$ cat config.mk
export PLATFORM = sky130hd
export DESIGN_NAME = uart_echo_fifo
export DESIGN_NICKNAME = d
export VERILOG_FILES = /design/src/rtl/uart_echo_fifo.sv
export SDC_FILE = /design/constraint.sdc
export NUM_CORES = 1
export LEC_CHECK = 0
export BUFFER_PORTS_ARGS = -buffer_cell sky130_fd_sc_hd__buf_2
export CAP_MARGIN = 5
export CORE_AREA = 2 2 130 132
export DETAILED_ROUTE_END_ITERATION = 6
export DIE_AREA = 0 0 132 134
export MAX_ROUTING_LAYER = met4
export PLACE_DENSITY = 0.57
export SYNTH_ARGS = -nofsm -noshare
export SYNTH_HDL_FRONTEND = slang
export SYNTH_SLANG_ARGS = --single-unit
$ cat constraint.sdc
create_clock -name clk -period 3.1 [get_ports clk]
set_input_delay 0.465 -clock clk [delete_from_list [all_inputs] [get_ports clk]]
set_output_delay 0.465 -clock clk [all_outputs]
set_load 0.01 [all_outputs]
$ cat src/rtl/uart_echo_fifo.sv
// uart_echo_fifo: buffers bytes from the UART receiver in a small FIFO and
// feeds them one at a time to the UART transmitter. Each byte gets a single
// start strobe, then the block waits for the transmitter's done pulse.
// Overflow and fill level are exported for status LEDs.
module uart_echo_fifo #(
  parameter int DEPTH = 16,
  parameter int AW    = 4
) (
  input  logic        clk,
  input  logic        reset,
  input  logic        i_Rx_DV,
  input  logic [7:0]  i_Rx_Byte,
  input  logic        i_Tx_Active,
  input  logic        i_Tx_Done,
  input  logic        i_ovf_clr,
  output logic        o_Tx_DV,
  output logic [7:0]  o_Tx_Byte,
  output logic [AW:0] o_count,
  output logic        o_empty,
  output logic        o_full,
  output logic        o_overflow
);

  localparam logic [AW:0]   CNT_FULL = (AW+1)'(DEPTH);
  localparam logic [AW:0]   CNT_ZERO = (AW+1)'(0);
  localparam logic [AW:0]   CNT_ONE  = (AW+1)'(1);
  localparam logic [AW-1:0] PTR_ZERO = AW'(0);
  localparam logic [AW-1:0] PTR_ONE  = AW'(1);

  typedef enum logic [1:0] {
    ST_IDLE = 2'd0,
    ST_WAIT = 2'd1,
    ST_GAP  = 2'd2
  } state_t;

  state_t        state_r;
  state_t        state_s;
  logic [7:0]    mem_r [DEPTH];
  logic [AW-1:0] wr_ptr_r;
  logic [AW-1:0] rd_ptr_r;
  logic [AW:0]   count_r;
  logic [AW:0]   count_s;
  logic          empty_r;
  logic          full_r;
  logic          ovf_r;
  logic          tx_dv_r;
  logic [7:0]    tx_byte_r;
  logic          pop_s;
  logic          push_s;
  logic          drop_s;

  // Transmit sequencer: issue from IDLE, wait for done, then one gap cycle.
  always_comb begin
    state_s = state_r;
    pop_s   = 1'b0;
    case (state_r)
      ST_IDLE: begin
        if (!empty_r && !i_Tx_Active) begin
          pop_s   = 1'b1;
          state_s = ST_WAIT;
        end else begin
          state_s = ST_IDLE;
        end
      end
      ST_WAIT: begin
        if (i_Tx_Done) begin
          state_s = ST_GAP;
        end else begin
          state_s = ST_WAIT;
        end
      end
      ST_GAP: begin
        state_s = ST_IDLE;
      end
      default: begin
        state_s = ST_IDLE;
      end
    endcase
  end

  // Push/drop decision and next occupancy; a pop frees a slot in the same cycle.
  always_comb begin
    push_s  = 1'b0;
    drop_s  = 1'b0;
    count_s = count_r;
    if (i_Rx_DV) begin
      if (!full_r || pop_s) begin
        push_s = 1'b1;
      end else begin
        drop_s = 1'b1;
      end
    end else begin
      push_s = 1'b0;
      drop_s = 1'b0;
    end
    case ({push_s, pop_s})
      2'b10:   count_s = count_r + CNT_ONE;
      2'b01:   count_s = count_r - CNT_ONE;
      default: count_s = count_r;
    endcase
  end

  // Byte storage; contents are deliberately not reset.
  always_ff @(posedge clk) begin
    if (push_s) begin
      mem_r[wr_ptr_r] <= i_Rx_Byte;
    end
  end

  // Control state, pointers, occupancy flags, sticky overflow and tx outputs.
  always_ff @(posedge clk or negedge reset) begin
    if (!reset) begin
      state_r   <= ST_IDLE;
      wr_ptr_r  <= PTR_ZERO;
      rd_ptr_r  <= PTR_ZERO;
      count_r   <= CNT_ZERO;
      empty_r   <= 1'b1;
      full_r    <= 1'b0;
      ovf_r     <= 1'b0;
      tx_dv_r   <= 1'b0;
      tx_byte_r <= 8'h00;
    end else begin
      state_r <= state_s;
      count_r <= count_s;
      empty_r <= (count_s == CNT_ZERO);
      full_r  <= (count_s == CNT_FULL);
      tx_dv_r <= pop_s;
      if (push_s) begin
        wr_ptr_r <= wr_ptr_r + PTR_ONE;
      end
      if (pop_s) begin
        rd_ptr_r  <= rd_ptr_r + PTR_ONE;
        tx_byte_r <= mem_r[rd_ptr_r];
      end
      // A fresh drop beats a clear request in the same cycle.
      if (drop_s) begin
        ovf_r <= 1'b1;
      end else if (i_ovf_clr) begin
        ovf_r <= 1'b0;
      end
    end
  end

  assign o_Tx_DV    = tx_dv_r;
  assign o_Tx_Byte  = tx_byte_r;
  assign o_count    = count_r;
  assign o_empty    = empty_r;
  assign o_full     = full_r;
  assign o_overflow = ovf_r;

endmodule

==> out/results.tsv <==
stage	metric	value	unit
global_routing	grt_usage	15.49	%
clock_network	cts_buffer_depth	2	
drt	vias	3131	
finish	final_cell_area	7345	um2
status	status	finished, final reports clean	
job	drv_cap	0	
global_routing	overflow	0	
worst_setup_path	cp_slowest_cell	or4_4	
yosys	synth-edff-count	128	
worst_setup_path	worstPathCellList	or4_4 > nand2_2 > and2_4 > inv_6 > ha_1 > xor2_1 > ha_1 > o21ai_0 > a221oi_1 > o211ai_1 > xnor2_1 > nor3b_1	
finish	layout-drive-gt1-share	29.78	%
global_routing	antenna_found_initial	0	
yosys	postSynthAreaPerCell	18.26	um2
clock_network	cts_tree	done	
power_and_ir_drop	fin_total_pwr	6.916	mW
sta	period_minus_slack	2.856	ns
finish	syn_to_final_growth	17.28	%
sta	rsz0062_at_grt	false	
worst_setup_path	crit_buf_inv	1	
yosys	ys_types	44	
worst_setup_path	critical_path.startpoint_type	flop	
clock_network	clk_latency	0.42	ns
clock_network	cts.sinks	155	
yosys	syn-instance-count	343	
sta	finalClockSkew	0.006833	ns
worst_setup_path	crit_fanout	8	
worst_setup_path	cpLargestDelayFamily	simple AND/OR/NAND/NOR gates	
drt	ant_nets	0	
clock_network	clkTransAtPathRegs	0.06	ns
sta	slew_violations	0	
floorplan	core_region_area	16290	um2
floorplan	fp.dieH	134	um
global_routing	grt_start_max_net_pins	36	
power_and_ir_drop	ir_drop	534.9	uV
floorplan	die_w	132	um
yosys	ys_warn_count	0	
placed_design	hpwlAfterDp	7.972	mm
power_and_ir_drop	leakage	2.586	nW
clock_network	cts_root_buffer	clkbuf_16	
finish	diodes	0	
worst_setup_path	cp_slowest_stage_delay	0.54	ns
clock_network	htreeDepth	4	
sta	fin_tns_setup	0	ns
yosys	ys_ff_latch	155	
sta	finalCritPeriodShare	92.14	%
yosys	async_flop_share	17.42	%
placed_design	io_buffer_count	30	
worst_setup_path	worstPathArrival	3.19	ns
placed_design	dpl_cell_area	6765	um2
finish	final_util	45.09	%
yosys	netlist_area	6262	um2
worst_setup_path	crit_type	flop to flop	
power_and_ir_drop	p_per_area	941.7	nW/um2
yosys	ys_seq_area_share	72.19	%
drt	routedWlPerCell	19.92	um
worst_setup_path	path_common_cell	ha_1	
drt	vias_per_cell	5.026	
floorplan	start_util	38.44	%
clock_network	post_cts_buffers	0	
finish	layout.nets	413	
floorplan	die_area	17690	um2
sta	slew_headroom	42.82	%
global_routing	grt_pass1_wl	19.25	mm
worst_setup_path	crit_required	3.44	ns
yosys	syn_nets	365	
floorplan	io_pins	31	
drt	dr.pass1.iters	4	
hold_path	hold_class	input port to asynchronous set/reset pin	
yosys	ys.flop_type	edfxtp_1	
worst_setup_path	endpoint_kind	flop	
clock_network	cts_hold_buf	0	
floorplan	rows	47	
clock_network	cts_made_buffers	17	
placed_design	gp_congestion	0.8020	
sta	setup_viol	0	
drt	drt_iter0_drc	176	
sta	fmax	350.1	MHz
sta	tightest_slew	0.8576	ns
drt	drc	0	
global_routing	grt_pass1_vias	3287	
sta	finalHoldViolations	0	
drt	totalWireLength	12.41	mm
clock_network	post_cts_resized	0	
==> area by class of cell <==
cell class	count	area, um2
clock buffer	18	429.2
clock inverter	13	150.1
fill	1444	8945
inverter	10	42.54
multi-input combinational	158	1620
sequential	155	4522
tap	220	275.3
timing repair buffer	49	305.3
==> synthesized netlist by cell type, drive strengths merged, types with 2 or more instances <==
cell | count | area, um2
nand2 | 10 | 40.04
and2 | 6 | 40.04
nor2b | 3 | 18.77
clkbuf | 9 | 33.78
buf | 11 | 70.06
inv | 10 | 42.54
ha | 8 | 100.1
nand3 | 3 | 15.01
nor2 | 17 | 66.32
xnor2 | 9 | 78.83
o21ai | 13 | 65.06
nor3 | 2 | 10.01
nand4 | 2 | 12.51
edfxtp | 128 | 3844
mux4 | 32 | 720.7
xor2 | 2 | 17.52
nor3b | 3 | 33.78
mux2i | 16 | 160.2
dfrtp | 26 | 650.6
nor4 | 4 | 25.02
a21oi | 10 | 50.05
nand2b | 3 | 18.77
and3 | 4 | 25.02
==> per-layer routing <==
layer / vias to the layer above / track usage (%) / routed length, um
met2: 53 / 24.25 / 6230
li1: 1433 / - / -
met1: 1635 / 19.63 / 5593
met5: - / - / 0
met3: 10 / 4.308 / 496
met4: 0 / 5.193 / 91
==> path summary, 6_finish.rpt <==
path / startpoint / slack (ns) / endpoint / depth (start not counted)
max: o_empty$_DFF_PN1_ / 0.24 / o_full$_DFF_PN0_ / 12
min: reset / 0.07 / o_count[1]$_DFF_PN0_ / 1
max reg2reg: o_empty$_DFF_PN1_ / 0.24 / o_full$_DFF_PN0_ / 12
min reg2reg: o_Tx_Byte[4]$_DFFE_PN0P_ / 0.49 / o_Tx_Byte[4]$_DFFE_PN0P_ / 2
max in group asynchronous: reset / 2.55 / rd_ptr_r[0]$_DFFE_PN0P_ / 1
min in group clk: i_ovf_clr / 0.23 / o_overflow$_DFFE_PN0P_ / 2
==> state kept, by name, summed over array words and instances (netlist names) <==
register / count
mem_r: 128
o_Tx_Byte: 8
o_Tx_DV: 1
o_count: 5
o_empty: 1
o_full: 1
o_overflow: 1
rd_ptr_r: 4
state_r: 2
wr_ptr_r: 4
==> cells in the final DEF (no fill, tap or decap), drive strengths merged, types with 4 or more instances in the layout <==
cell	n
nor4	4
clkbuf	18
ha	8
o21ai	13
mux4	32
clkinv	5
edfxtp	128
nor2	17
and3	4
and2	6
dfrtp	26
inv	12
xnor2	9
mux2i	16
a21oi	10
buf	49
nand2	10
==> cells by family after synthesis <==
group	count (synthesis)	share of synthesized area, %
muxes	49	14.25
buffers and inverters	30	2.337
and+or+nand+nor	60	5.355
xor gates and xnor gates	11	1.539
adders and majority gates	8	1.598
AOI/OAI and AO/OA	30	2.738
DFF	155	72.19
==> where the power goes <==
| part | total, mW | internal, mW | leakage, nW | switching (mW) |
|---|---|---|---|---|
| Sequential | 2.88 | 2.60 | 1.48 | 0.272 |
| Combinational | 2.00 | 0.962 | 0.829 | 1.04 |
| Clock | 2.04 | 1.25 | 0.273 | 0.791 |
| Total | 6.92 | 4.82 | 2.59 | 2.10 |
==> stage by stage <==
step / setup WS [ns] / hold slack, ns / std cells
floorplan: 0.09293 / 0.1694 / 343
global placement: 0.1704 / 0.4785 / 592
detailed placement: 0.04179 / 0.4788 / 592
CTS: 0.2096 / 0.08329 / 623
global route: 0.01774 / 0.08828 / 623
finish: 0.2438 / 0.07347 / 623
No activity file was read; power rests on OpenSTA's default activity.
